## src/rtl/pc_sequencer.sv

```systemverilog
`default_nettype none
// ============================================================================
// Module   : pc_sequencer
// Purpose  : Fetch-stage PC sequencer with redirect, flush bubble, halt and
//            misaligned-target trap.
// Revision : 1.0 - initial release
// ============================================================================
module pc_sequencer #(
    parameter int                XLEN         = 32,
    parameter logic [XLEN-1:0]   RESET_PC     = 32'h0000_0000,
    parameter int                FLUSH_CYCLES = 1,
    parameter int                CNT_W        = 16
) (
    input  logic              clk,
    input  logic              reset,
    input  logic              imem_ready,
    input  logic              stall,
    input  logic              PCSrc,
    input  logic              jump,
    input  logic [XLEN-1:0]   target,
    input  logic              halt_req,
    output logic [XLEN-1:0]   pc,
    output logic              imem_req,
    output logic              instr_valid,
    output logic              flush,
    output logic              halted,
    output logic              misalign_err,
    output logic [CNT_W-1:0]  redirect_count
);

    typedef enum logic [1:0] {
        ST_BOOT  = 2'd0,
        ST_FETCH = 2'd1,
        ST_FLUSH = 2'd2,
        ST_HALT  = 2'd3
    } state_t;

    localparam logic [3:0] c_flush_load = (FLUSH_CYCLES > 0) ? 4'(FLUSH_CYCLES - 1) : 4'd0;

    state_t             state_q, state_d;
    logic [XLEN-1:0]    pc_q, pc_d;
    logic [3:0]         fcnt_q, fcnt_d;
    logic [CNT_W-1:0]   rcnt_q, rcnt_d;
    logic               err_q, err_d;
    logic               w_adv;
    logic               w_redirect;

    assign w_adv      = (state_q == ST_FETCH) & imem_ready & ~stall;
    assign w_redirect = PCSrc | jump;

    always_comb begin
        state_d = state_q;
        pc_d    = pc_q;
        fcnt_d  = fcnt_q;
        rcnt_d  = rcnt_q;
        err_d   = err_q;
        case (state_q)
            ST_BOOT: state_d = ST_FETCH;
            ST_FETCH: begin
                if (w_adv) begin
                    if (halt_req) begin
                        state_d = ST_HALT;
                    end else if (w_redirect) begin
                        if (target[1:0] != 2'b00) begin
                            err_d   = 1'b1;
                            state_d = ST_HALT;
                        end else begin
                            pc_d = target;
                            if (!(&rcnt_q)) begin
                                rcnt_d = rcnt_q + CNT_W'(1);
                            end
                            if (FLUSH_CYCLES > 0) begin
                                state_d = ST_FLUSH;
                                fcnt_d  = c_flush_load;
                            end
                        end
                    end else begin
                        pc_d = pc_q + XLEN'(4);
                    end
                end
            end
            ST_FLUSH: begin
                // Counter reaching zero marks the last bubble cycle.
                if (fcnt_q == 4'd0) begin
                    state_d = ST_FETCH;
                end else begin
                    fcnt_d = fcnt_q - 4'd1;
                end
            end
            default: state_d = ST_HALT;
        endcase
    end

    always_ff @(posedge clk) begin
        if (reset) begin
            state_q <= ST_BOOT;
            pc_q    <= RESET_PC;
            fcnt_q  <= 4'd0;
            rcnt_q  <= '0;
            err_q   <= 1'b0;
        end else begin
            state_q <= state_d;
            pc_q    <= pc_d;
            fcnt_q  <= fcnt_d;
            rcnt_q  <= rcnt_d;
            err_q   <= err_d;
        end
    end

    assign pc             = pc_q;
    assign imem_req       = (state_q == ST_FETCH);
    assign instr_valid    = w_adv;
    assign flush          = (state_q == ST_FLUSH);
    assign halted         = (state_q == ST_HALT);
    assign misalign_err   = err_q;
    assign redirect_count = rcnt_q;

endmodule
`default_nettype wire

```

## config.mk

```make
export PLATFORM = sky130hd
export DESIGN_NAME = pc_sequencer
export DESIGN_NICKNAME = d
export VERILOG_FILES = /design/src/rtl/pc_sequencer.sv
export SDC_FILE = /design/constraint.sdc
export NUM_CORES = 1
export LEC_CHECK = 0
export ABC_CLOCK_PERIOD_IN_PS = 5260
export CELL_PAD_IN_SITES_DETAIL_PLACEMENT = 1
export CELL_PAD_IN_SITES_GLOBAL_PLACEMENT = 1
export CORE_MARGIN = 3
export CORE_UTILIZATION = 35
export CTS_CLUSTER_DIAMETER = 200
export DETAILED_ROUTE_END_ITERATION = 12
export HOLD_SLACK_MARGIN = 0.06
export PLACE_DENSITY = 0.83
export SLEW_MARGIN = 20
export SYNTH_ARGS = -nofsm -noshare
export SYNTH_HDL_FRONTEND = slang
export SYNTH_SLANG_ARGS = --single-unit
```

## constraint.sdc

```tcl
create_clock -name clk -period 5.26 [get_ports clk]
set_clock_uncertainty 0.2 [all_clocks]
set_input_delay 0.526 -clock clk [delete_from_list [all_inputs] [get_ports clk]]
set_output_delay 0.526 -clock clk [all_outputs]
set_load 0.02 [all_outputs]
```

==> flow_metrics.py <==
metrics = {
    "floorplanning": {
        "die_height_um": 103,
        "floorplan.initialDensity_pct": 36.86,
        "rows": 34,
        "core_region_area_mm2": 0.008934,
        "floorplan.io_pins": 92,
        "design.die.area_mm2": 0.01061,
        "die_x_um": 103,
    },
    "sta": {
        "totalNegativeSetupSlack_ns": 0,
        "timing_worst_slew_pin_value_ns": 0.8896,
        "layout_worst_path_cycle_share_pct": 56.59,
        "slew_headroom_pct": 40.47,
        "hold_violations": 0,
        "final.min_clock_period_ns": 2.976,
        "finalMaxSlewViolations": 0,
        "max_freq_mhz": 336.0,
        "report.final.setup_viol": 0,
        "rsz_0062_raised_after_global_routing": "false",
    },
    "hold_path": {
        "worst_hold_startpoint": "misalign_err",
        "worstHoldPathType": "reg -> reg",
        "holdPathStages": 2,
        "min_to": "misalign_err",
    },
    "logic_synthesis": {
        "yosys.area_share.adder_pct": 1.140,
        "syn-instance-count": 404,
        "number_of_enable_flip_flop_cells_after_synthesis": 0,
        "synth_top_family_by_area": "simple AND/OR/NAND/NOR gates",
        "synth.cell_area_mm2": 0.003293,
        "post_synth_xor_area_fraction_pct": 4.787,
        "synth-simple-area-share_pct": 30.70,
        "yosysWarnings": 0,
        "avg_cell_area_syn_um2": 8.151,
        "async_set_or_reset_flop_fraction_in_the_synthesized_netlist_pct": 0,
        "synth_cell_types": 57,
        "synthMuxAreaShare_pct": 2.128,
        "compound_gate_portion_of_the_synthesized_area_pct": 22.64,
        "top_reg_cell_synth": "sky130_fd_sc_hd__dfxtp_1",
        "synth_fp_nets": 446,
        "ys_seq_area_share_pct": 33.43,
        "synth-seq-cells": 55,
    },
    "worst_setup_path": {
        "reg2reg_slack_ns": 2.58,
        "critPathLaunchType": "input pin",
        "regToRegStartpoint": "pc[7]",
        "worst_r2r_path_depth": 5,
        "largest_fanout_on_the_critical_path": 46,
        "cp.arrival_ns": 2.97,
        "timing.critical_path.required_ns": 5.26,
        "critPathKind": "in -> reg",
        "regToRegEndpoint": "pc[17]",
        "critical_path_capture_point_type": "flip-flop",
    },
    "clock_tree": {
        "cts_hold_buf": 0,
        "postCtsSetupRepairBufs": 0,
        "cts_resized": 0,
        "clkSinkCount": 55,
        "insertion_delay_ns": 0.32,
        "cts_inserted_buffers": 5,
        "cts.path.max_buffers": 2,
        "tritoncts": "built",
        "clk_root_buffer_cell": "sky130_fd_sc_hd__clkbuf_8",
        "cts.reportedPaths.clkPinSlew_ns": 0.10,
        "htree_levels": 2,
    },
    "power": {
        "sequentialPowerShare_pct": 51.0,
        "p_sw_share_pct": 25.27,
        "cell_internal_pwr_uw": 634.0,
        "design_power_total_uw": 848.4,
        "power.clock.fraction_pct": 35.7,
        "p_sw_uw": 214.4,
        "power.ir.vdd_worst_v": 0.0001018,
        "share_comb_of_total_power_pct": 13.4,
        "power.density_cell_area_mw_per_mm2": 194.7,
        "total_leakage_power_nw": 1.440,
    },
    "global_routing": {
        "grt_overflow_total": 0,
        "groute.layer.met2.usage_pct": 34.68,
        "grt.total_usage_pct": 20.48,
        "global_route_wire_length_before_repair_mm": 17.52,
        "globalRouteMet3Util_pct": 3.180,
        "grt_busiest_layer": "met2",
        "first_global_vias": 3474,
        "pin_count_of_the_biggest_net_entering_global_routing": 51,
        "initial_antenna_violation_count": 0,
        "gr-usage-met1_pct": 27.59,
    },
    "routing": {
        "wl_mm": 10.93,
        "drcViolationCount": 0,
        "vias_per_cell": 5.901,
        "routed_wire_length_per_instance_um": 18.59,
        "drt_iter0_drc": 203,
        "postRouteAntennaNets": 0,
        "via_count": 3470,
        "drt_first_pass_iters": 4,
    },
    "outcome": {
        "outcome": "finished, final reports clean",
    },
    "placed_design": {
        "detailedPlacementHpwl_mm": 7.774,
        "port-buffer-count": 91,
        "routabilityCongestion": 0.8566,
    },
    "layout": {
        "layout.filler_cells": 1093,
        "seq_area_mm2": 0.001101,
        "drive_above_1_share_pct": 6.458,
        "multi_input_logic_area_mm2": 0.002028,
        "num-nets-final": 521,
        "flow.area_growth_from_synthesis_pct": 32.29,
        "insertedDiodeCount": 0,
    },
    "flow_run": {
        "timing.max_cap.violations": 0,
    },
}
cells by family after synthesis:
group	after synthesis
AND/OR/NAND/NOR	187
AO/OA/AOI/OAI	98
flip-flops	55
buffers and inverters	36
XOR/XNOR	18
multiplexers	7
adder cells (fa/ha/maj)	3
area by class of cell:
type	count	share of cell area (%)
clock inverter	2	0.8041
sequential	55	25.27
multi-input combinational	313	46.55
clock buffer	6	1.895
inverter	9	0.7754
timing repair buffer	95	21.60
tap	108	3.102
worst max path at each step:
stage          start           endpoint  slack (ns)  cells after the start
2_1_floorplan  stall             pc[17]        3.12                      5
3_5_place_dp   PCSrc  redirect_count[1]        1.94                      6
3_3_place_gp   PCSrc  redirect_count[1]        2.03                      6
6_report       PCSrc  redirect_count[1]        2.28                      6
5_1_grt         jump  redirect_count[1]        2.09                      6
4_1_cts        PCSrc  redirect_count[1]        2.28                      6
critical path, stage by stage:
cell	delay, ns
sky130_fd_sc_hd__clkdlybuf4s50_1	0.52
sky130_fd_sc_hd__or2_2	0.72
sky130_fd_sc_hd__nand4_4	0.50
sky130_fd_sc_hd__a21oi_1	0.40
sky130_fd_sc_hd__mux2i_1	0.23
sky130_fd_sc_hd__nor2_1	0.05
routing by layer:
| layer | vias up | wire length, um | part of all wire (%) |
|---|---|---|---|
| met1 | 1701 | 4782 | 44 |
| met4 | 0 | 87 | 0.80 |
| met5 | - | 0 | 0 |
| li1 | 1659 | - | - |
| met3 | 10 | 692 | 6.3 |
| met2 | 100 | 5370 | 49 |
flip-flops by register name, indices dropped and copies added (netlist names):
name	cells
fcnt_q	4
state_q	2
pc	32
redirect_count	16
misalign_err	1
metrics by stage:
stage          hold slack (ns)  utilization, %  area (um2)  instances  setup WS (ns)
2_1_floorplan           0.3289               -        3293        404          3.118
3_3_place_gp            0.2506           47.45        4239        580          2.030
3_5_place_dp            0.2630           47.45        4239        580          1.939
4_1_cts                 0.2872           48.77        4357        588          2.280
5_1_grt                 0.2995           48.77        4357        588          2.090
6_report                0.2818           48.77        4357        588          2.284
cells in the mapped netlist (2+ instances only):
| master | number | area [um2] |
|---|---|---|
| sky130_fd_sc_hd__nor3_1 | 11 | 55.05 |
| sky130_fd_sc_hd__o2bb2ai_1 | 2 | 17.52 |
| sky130_fd_sc_hd__a32o_1 | 4 | 40.04 |
| sky130_fd_sc_hd__buf_6 | 2 | 22.52 |
| sky130_fd_sc_hd__dfxtp_1 | 55 | 1101 |
| sky130_fd_sc_hd__o221ai_1 | 2 | 17.52 |
| sky130_fd_sc_hd__and3_1 | 13 | 81.33 |
| sky130_fd_sc_hd__a2111oi_4 | 2 | 55.05 |
| sky130_fd_sc_hd__xor2_1 | 2 | 17.52 |
| sky130_fd_sc_hd__nand4_1 | 14 | 87.58 |
| sky130_fd_sc_hd__or2_2 | 2 | 12.51 |
| sky130_fd_sc_hd__xnor2_1 | 16 | 140.1 |
| sky130_fd_sc_hd__a2111oi_2 | 3 | 45.04 |
| sky130_fd_sc_hd__a311oi_1 | 6 | 52.55 |
| sky130_fd_sc_hd__inv_1 | 8 | 30.03 |
| sky130_fd_sc_hd__a22o_1 | 2 | 17.52 |
| sky130_fd_sc_hd__o31ai_1 | 7 | 52.55 |
| sky130_fd_sc_hd__a22oi_1 | 7 | 52.55 |
| sky130_fd_sc_hd__nor2_1 | 50 | 187.7 |
| sky130_fd_sc_hd__nand3_1 | 25 | 125.1 |
| sky130_fd_sc_hd__nand2_1 | 38 | 142.6 |
| sky130_fd_sc_hd__o22ai_1 | 6 | 37.54 |
| sky130_fd_sc_hd__ha_1 | 3 | 37.54 |
| sky130_fd_sc_hd__a2111oi_0 | 2 | 17.52 |
| sky130_fd_sc_hd__and4_1 | 7 | 61.31 |
| sky130_fd_sc_hd__a21oi_1 | 19 | 95.09 |
| sky130_fd_sc_hd__clkbuf_1 | 13 | 48.80 |
| sky130_fd_sc_hd__mux2i_1 | 7 | 70.07 |
| sky130_fd_sc_hd__o21ai_0 | 12 | 60.06 |
| sky130_fd_sc_hd__nor4_1 | 6 | 37.54 |
| sky130_fd_sc_hd__a31oi_1 | 4 | 25.02 |
| sky130_fd_sc_hd__nand2b_1 | 6 | 37.54 |
| sky130_fd_sc_hd__o41ai_1 | 2 | 17.52 |
| sky130_fd_sc_hd__nor3_2 | 2 | 20.02 |
| sky130_fd_sc_hd__buf_2 | 10 | 50.05 |
| sky130_fd_sc_hd__buf_4 | 2 | 15.01 |
| sky130_fd_sc_hd__o21bai_1 | 2 | 15.01 |
| sky130_fd_sc_hd__a211oi_1 | 11 | 82.58 |
cells in the final DEF, fill, tap and decap left out, types with 3 or more instances in the layout:
master / count
sky130_fd_sc_hd__inv_1: 8
sky130_fd_sc_hd__nand4_1: 14
sky130_fd_sc_hd__dfxtp_1: 55
sky130_fd_sc_hd__buf_4: 4
sky130_fd_sc_hd__a311oi_1: 6
sky130_fd_sc_hd__clkdlybuf4s50_1: 91
sky130_fd_sc_hd__nor2_1: 50
sky130_fd_sc_hd__a32o_1: 4
sky130_fd_sc_hd__o21ai_0: 12
sky130_fd_sc_hd__mux2i_1: 7
sky130_fd_sc_hd__ha_1: 3
sky130_fd_sc_hd__o22ai_1: 6
sky130_fd_sc_hd__a22oi_1: 7
sky130_fd_sc_hd__nor3_1: 11
sky130_fd_sc_hd__nand3_1: 25
sky130_fd_sc_hd__nor4_1: 5
sky130_fd_sc_hd__a2111oi_2: 3
sky130_fd_sc_hd__nand2b_1: 6
sky130_fd_sc_hd__xnor2_1: 16
sky130_fd_sc_hd__clkbuf_8: 6
sky130_fd_sc_hd__a211oi_1: 11
sky130_fd_sc_hd__o31ai_1: 7
sky130_fd_sc_hd__a21oi_1: 19
sky130_fd_sc_hd__and3_1: 13
sky130_fd_sc_hd__and4_1: 7
sky130_fd_sc_hd__a31oi_1: 4
sky130_fd_sc_hd__nand2_1: 38
power groups by stage:
stage	Sequential (mW)	Clock, mW	Combinational, mW
4_1_cts	0.432	0.306	0.114
5_1_grt	0.434	0.320	0.124
3_5_place_dp	0.442	0	0.113
6_report	0.432	0.303	0.113
3_3_place_gp	0.442	0	0.111
2_1_floorplan	0.443	0	0.0555
(Power assumes the default switching activity.)
